### config.mk
export PLATFORM = sky130hd
export DESIGN_NAME = instr_sequencer
export DESIGN_NICKNAME = d
export VERILOG_FILES = /design/src/rtl/instr_sequencer.sv
export SDC_FILE = /design/constraint.sdc
export NUM_CORES = 2
export LEC_CHECK = 0
export BUFFER_PORTS_ARGS = -buffer_cell sky130_fd_sc_hd__buf_4
export CAP_MARGIN = 10
export CORE_MARGIN = 2
export CORE_UTILIZATION = 30
export CTS_CLUSTER_SIZE = 10
export DETAILED_ROUTE_END_ITERATION = 16
export SYNTH_ARGS = -nofsm -noshare
export SYNTH_HDL_FRONTEND = slang
export SYNTH_MEMORY_MAX_BITS = 65536
export SYNTH_SLANG_ARGS = --single-unit
### constraint.sdc
create_clock -name clk -period 10.6 [get_ports clk]
set_input_delay 2.12 -clock clk [delete_from_list [all_inputs] [get_ports clk]]
set_output_delay 2.12 -clock clk [all_outputs]
set_load 0.02 [all_outputs]
### src/rtl/instr_sequencer.sv
// Multi-cycle instruction sequencer: 256x16 program memory, 8x16 register file, FETCH/EXEC/WB pipeline.
// Optional macro INSTR_SEQ_SAT_EN selects saturating arithmetic; otherwise results wrap.
module instr_sequencer (
    input  logic        clk,
    input  logic        rst_n,
    input  logic        load_en,
    input  logic [7:0]  load_addr,
    input  logic [15:0] load_data,
    input  logic        start,
    output logic        busy,
    output logic        done,
    output logic [7:0]  pc,
    output logic [15:0] result,
    output logic        result_valid,
    input  logic [2:0]  dbg_addr,
    output logic [15:0] dbg_data
);

    localparam logic [2:0] ST_IDLE  = 3'd0;
    localparam logic [2:0] ST_FETCH = 3'd1;
    localparam logic [2:0] ST_EXEC  = 3'd2;
    localparam logic [2:0] ST_WB    = 3'd3;
    localparam logic [2:0] ST_DONE  = 3'd4;

    localparam logic [2:0] OP_ADD  = 3'b000;
    localparam logic [2:0] OP_ADDI = 3'b001;
    localparam logic [2:0] OP_SUBI = 3'b010;
    localparam logic [2:0] OP_SUB  = 3'b011;
    localparam logic [2:0] OP_HALT = 3'b111;

    logic [15:0] imem_r [0:255];
    logic [15:0] rf_r   [0:7];

    logic [2:0]  state_r;
    logic [2:0]  state_nxt_s;
    logic [7:0]  pc_r;
    logic [15:0] ir_r;
    logic [15:0] alu_r;
    logic        wr_en_r;
    logic [15:0] result_r;
    logic        result_valid_r;
    logic        busy_r;
    logic        done_r;

    logic [2:0]  op_s;
    logic [2:0]  ra_s;
    logic [2:0]  rb_s;
    logic [2:0]  rc_s;
    logic [15:0] imm_s;
    logic [15:0] alu_s;
    logic        wr_s;

    // Subtraction is a + ~b + 1; overflow means equal operand signs giving a result of the other sign.
    function automatic logic [15:0] arith(input logic [15:0] a, input logic [15:0] b, input logic sub);
        logic [15:0] bb;
        logic [15:0] sum;
        bb  = sub ? ~b : b;
        sum = a + bb + {15'd0, sub};
`ifdef INSTR_SEQ_SAT_EN
        if ((a[15] == bb[15]) && (sum[15] != a[15])) begin
            sum = a[15] ? 16'h8000 : 16'h7FFF;
        end
`endif
        return sum;
    endfunction

    assign op_s  = ir_r[15:13];
    assign ra_s  = ir_r[12:10];
    assign rb_s  = ir_r[9:7];
    assign rc_s  = ir_r[6:4];
    assign imm_s = {{9{ir_r[6]}}, ir_r[6:0]};

    // ALU: operands are read from the register file as it stands before writeback
    always_comb begin
        alu_s = 16'h0000;
        wr_s  = 1'b0;
        case (op_s)
            OP_ADD: begin
                alu_s = arith(rf_r[rb_s], rf_r[rc_s], 1'b0);
                wr_s  = 1'b1;
            end
            OP_ADDI: begin
                alu_s = arith(rf_r[rb_s], imm_s, 1'b0);
                wr_s  = 1'b1;
            end
            OP_SUBI: begin
                alu_s = arith(rf_r[rb_s], imm_s, 1'b1);
                wr_s  = 1'b1;
            end
            OP_SUB: begin
                alu_s = arith(rf_r[rb_s], rf_r[rc_s], 1'b1);
                wr_s  = 1'b1;
            end
            default: begin
                alu_s = 16'h0000;
                wr_s  = 1'b0;
            end
        endcase
    end

    // Next-state logic
    always_comb begin
        state_nxt_s = ST_IDLE;
        case (state_r)
            ST_IDLE: begin
                if (start) begin
                    state_nxt_s = ST_FETCH;
                end else begin
                    state_nxt_s = ST_IDLE;
                end
            end
            ST_FETCH: state_nxt_s = ST_EXEC;
            ST_EXEC: begin
                if (op_s == OP_HALT) begin
                    state_nxt_s = ST_DONE;
                end else begin
                    state_nxt_s = ST_WB;
                end
            end
            ST_WB: begin
                if (pc_r == 8'hFF) begin
                    state_nxt_s = ST_DONE;
                end else begin
                    state_nxt_s = ST_FETCH;
                end
            end
            ST_DONE: state_nxt_s = ST_IDLE;
            default: state_nxt_s = ST_IDLE;
        endcase
    end

    // Control state, PC, instruction/holding registers and registered outputs
    always_ff @(posedge clk) begin
        if (!rst_n) begin
            state_r        <= ST_IDLE;
            pc_r           <= 8'h00;
            ir_r           <= 16'h0000;
            alu_r          <= 16'h0000;
            wr_en_r        <= 1'b0;
            result_r       <= 16'h0000;
            result_valid_r <= 1'b0;
            busy_r         <= 1'b0;
            done_r         <= 1'b0;
        end else begin
            state_r        <= state_nxt_s;
            busy_r         <= (state_nxt_s != ST_IDLE);
            done_r         <= (state_nxt_s == ST_DONE);
            result_valid_r <= 1'b0;
            case (state_r)
                ST_IDLE: begin
                    if (start) begin
                        pc_r <= 8'h00;
                    end
                end
                ST_FETCH: ir_r <= imem_r[pc_r];
                ST_EXEC: begin
                    alu_r   <= alu_s;
                    wr_en_r <= wr_s;
                    // result/result_valid are set on entry to WB so they are presented during WB
                    if (wr_s) begin
                        result_r       <= alu_s;
                        result_valid_r <= 1'b1;
                    end
                end
                ST_WB: begin
                    if (pc_r != 8'hFF) begin
                        pc_r <= pc_r + 8'd1;
                    end
                end
                default: begin
                end
            endcase
        end
    end

    // Register file: cleared by reset, written at the end of WB
    always_ff @(posedge clk) begin
        if (!rst_n) begin
            for (int i = 0; i < 8; i++) begin
                rf_r[i] <= 16'h0000;
            end
        end else if ((state_r == ST_WB) && wr_en_r) begin
            rf_r[ra_s] <= alu_r;
        end
    end

    // Instruction memory survives reset so a program can be re-run afterwards
    always_ff @(posedge clk) begin
        if ((state_r == ST_IDLE) && load_en) begin
            imem_r[load_addr] <= load_data;
        end
    end

    assign busy         = busy_r;
    assign done         = done_r;
    assign pc           = pc_r;
    assign result       = result_r;
    assign result_valid = result_valid_r;
    assign dbg_data     = rf_r[dbg_addr];

endmodule

==> summary.md <==
| Metric | Value |
|---|---|
| Die Y | `758 um` |
| Synth area leaders | `edfxtp_1 (74%), mux4_2 (13%), mux2i_1 (2.0%)` |
| Global-route met3 utilization | `4.23%` |
| Final net count | `8728` |
| Mux contribution to synthesized area | `16.2%` |
| Sequential area share after synthesis | `75.0%` |
| Asr flop ratio synth | `0%` |
| Overall Global Routing Usage | `16.6%` |
| WP data arrival | `3.81 ns` |
| Worst-path fanout max | `32` |
| Max Buffers Root-to-Sink | `4` |
| FP Rows | `277` |
| Crit share post-route | `55.9%` |
| Per-cell routed wire length | `30.2 um` |
| Post_cts resized | `0` |
| Most frequent cells in the layout | `edfxtp_1 (4224), mux4_2 (986), clkbuf_16 (475)` |
| Slowest cell on crit path | `mux4_2` |
| Met1 usage | `22.0%` |
| Multi-input gate area | `0.0398 mm2` |
| LEAKAGE | `58.1 nW` |
| Later-pin clock latency in the skew report | `1.08 ns` |
| Largest net degree at the start of global routing | `200` |
| Routed via count | `87900` |
| Ys flop type | `edfxtp_1` |
| Setup CP Type | `primary input to primary output` |
| Clock skew | `0.147 ns` |
| Ports | `74` |
| Required @ worst endpoint | `8.48 ns` |
| Root Buffer | `clkbuf_16` |
| Post-Syn Instances | `8218` |
| Synthesized cell area | `0.171 mm2` |
| EDFF count, synth | `4224` |
| DP Area | `0.181 mm2` |
| Slew Limit Fails | `0` |
| Number of I/O port buffers | `73` |
| Slack of the worst reg-to-reg path | `4.91 ns` |
| Fmax | `169 MHz` |
| Slew @ Worst Pin | `1.39 ns` |
| RSZ-0062 raised after global routing | `no` |
| Initial antenna violation count | `31` |
| Synth Area in Simple Gates | `2.86%` |
| Setup TNS | `0 ns` |
| Main combinational cell family by area after synthesis | `multiplexers` |
| Tmin final | `5.93 ns` |
| Min-Delay Path Class | `flip-flop to flip-flop` |
| Clock slew at reported path FFs | `0.05 ns` |
| Router iterations before antenna repair | `6` |
| Worst setup EP type | `primary output` |
| Post-DP HPWL | `294000 um` |
| Drt drc | `0` |
| Clk sinks | `4287` |
| Synthesized-area fraction occupied by adder cells | `0.402%` |
| Layout Cell Area excl Fill | `0.194 mm2` |
| Final setup fails | `0` |
| Synthesis-stage register bit count | `4287` |
| Hold Fails Final Rpt | `0` |
| Peak VDD IR | `0.000188 V` |
| Gr ovfl total | `0` |
| Routed WL | `492000 um` |
| Leading area contributor after synthesis | `edfxtp_1` |
| Vias in the first global route | `87800` |
| Avg Vias per Cell | `5.39` |
| Busiest metal layer after global routing | `met2` |
| First-pass GRT wire length | `684000 um` |
| Final Non-Filler Cells | `16300` |
| Netlist cell types | `90` |
| Worst stage delay on the critical path | `0.61 ns` |
| Area growth syn-to-layout | `13.6%` |
| CTS tree | `done` |
| Ys Warns | `0` |
| DIE AREA | `0.575 mm2` |
| Post-CTS setup buffers | `0` |
| Share of layout cells above drive strength 1 | `24.3%` |
| Avg Cell Area, Syn | `20.8 um2` |
| Status | `completed` |
| Syn_nets | `8302` |
| Synth top area share | `74.3%` |
| Initial Util | `30.1%` |
| GR Util met2 | `26.3%` |
| H-tree levels | `5` |
| Fill cells | `52400` |
| Power Dens Cells | `179 mW/mm2` |
| Max Cap Violations | `0` |
| Total CTS buffers | `472` |
| Commonest non-fill, non-tap cell in the layout | `edfxtp_1` |
| Post-Synth XOR/XNOR Area | `0.190%` |
| Final ANT Viol Nets | `0` |
| Rel. slew slack | `7.58%` |
| # hold bufs at CTS | `0` |
| Synth Area in Compound Gates | `3.42%` |
| Critical path, cell by cell | `buf_4 -> mux4_2 -> mux2_2 -> buf_4` |
| Crit start category | `primary input` |
| Finished Core Util | `34.1%` |
| RePlAce Congestion | `0.887` |
| Placed cells | `15700` |
| Die Wd | `758 um` |
| Core Footprint | `0.568 mm2` |
| Cell mode on critical path | `buf_4` |
| Register area | `0.128 mm2` |
| DR iter-0 viols | `12100` |
synthesized netlist by cell type, types with 45 or more instances:
master    number
ha_1          50
nand2_1      234
buf_6         64
mux2i_1      343
buf_4         53
dfxtp_1       63
nor2_1       438
o221ai_1      45
a22oi_1       84
mux4_1        59
a211oi_1      54
a21oi_1      187
nand3_1       60
o22ai_1       61
clkbuf_1     159
buf_2        118
mux4_2       986
and2_1       142
edfxtp_1    4224
a221oi_1      73
o21ai_0      133
critical path, delay by kind of cell:
| kind | cells | cell delay [ns] |
|---|---|---|
| buffers and inverters | 2 | 0.70 |
| muxes | 2 | 0.95 |
final timing paths:
path / from / end / cells past startpoint
setup reg to reg: pc[2] / ir_r[2] / 9
setup / recovery: dbg_addr[0] / dbg_data[2] / 4
hold reg to reg: result[2] / result[2] / 2
hold / removal: result[2] / result[2] / 2
metal layers:
metal  routed length [um]  vias up  share of wire, %
met5                  138        -             0.028
met4                20600       22               4.2
met3                52400      920                11
met2               229000     4895                47
met1               189000    46900                39
li1                     -    35100                 -
cell families after synthesis:
kind of cell / count (synthesis)
mux: 1427
flops: 4287
fa+ha+maj: 53
buf+inv: 492
xor+xnor: 37
compound gates: 860
simple gates: 1062
per-stage QoR:
step / hold slack, ns / total power (W) / setup WS, ns
floorplan: 0.457 / 0.0199 / 4.72
global placement: 0.457 / 0.0205 / 4.68
detailed placement: 0.469 / 0.0206 / 4.65
CTS: 0.479 / 0.0348 / 4.65
global route: 0.497 / 0.0356 / 4.57
finish: 0.476 / 0.0347 / 4.67
where the power goes:
| part | switching [W] | total [W] | internal, W |
|---|---|---|---|
| sequential | 0.0000647 | 0.0187 | 0.0187 |
| clock | 0.00635 | 0.0144 | 0.00806 |
| combinational | 0.00103 | 0.00153 | 0.000502 |
| total | 0.00744 | 0.0347 | 0.0272 |
state kept, by name, indices dropped and copies added (netlist names):
signal	cells
state_r	3
result_valid	1
wr_en_r	1
pc	8
imem_r	4096
alu_r	16
result	16
ir_r	16
busy	1
done	1
rf_r	128
layout make-up:
type | count | area share [%]
sequential | 4287 | 66.1
inverter | 20 | 0.0452
antenna | 10 | 0.0129
clock buffer | 560 | 6.33
tap | 7533 | 4.86
multi-input combinational | 3439 | 20.5
timing repair buffer | 424 | 1.84
clock inverter | 34 | 0.342
No activity file was read; power rests on OpenSTA's default activity.
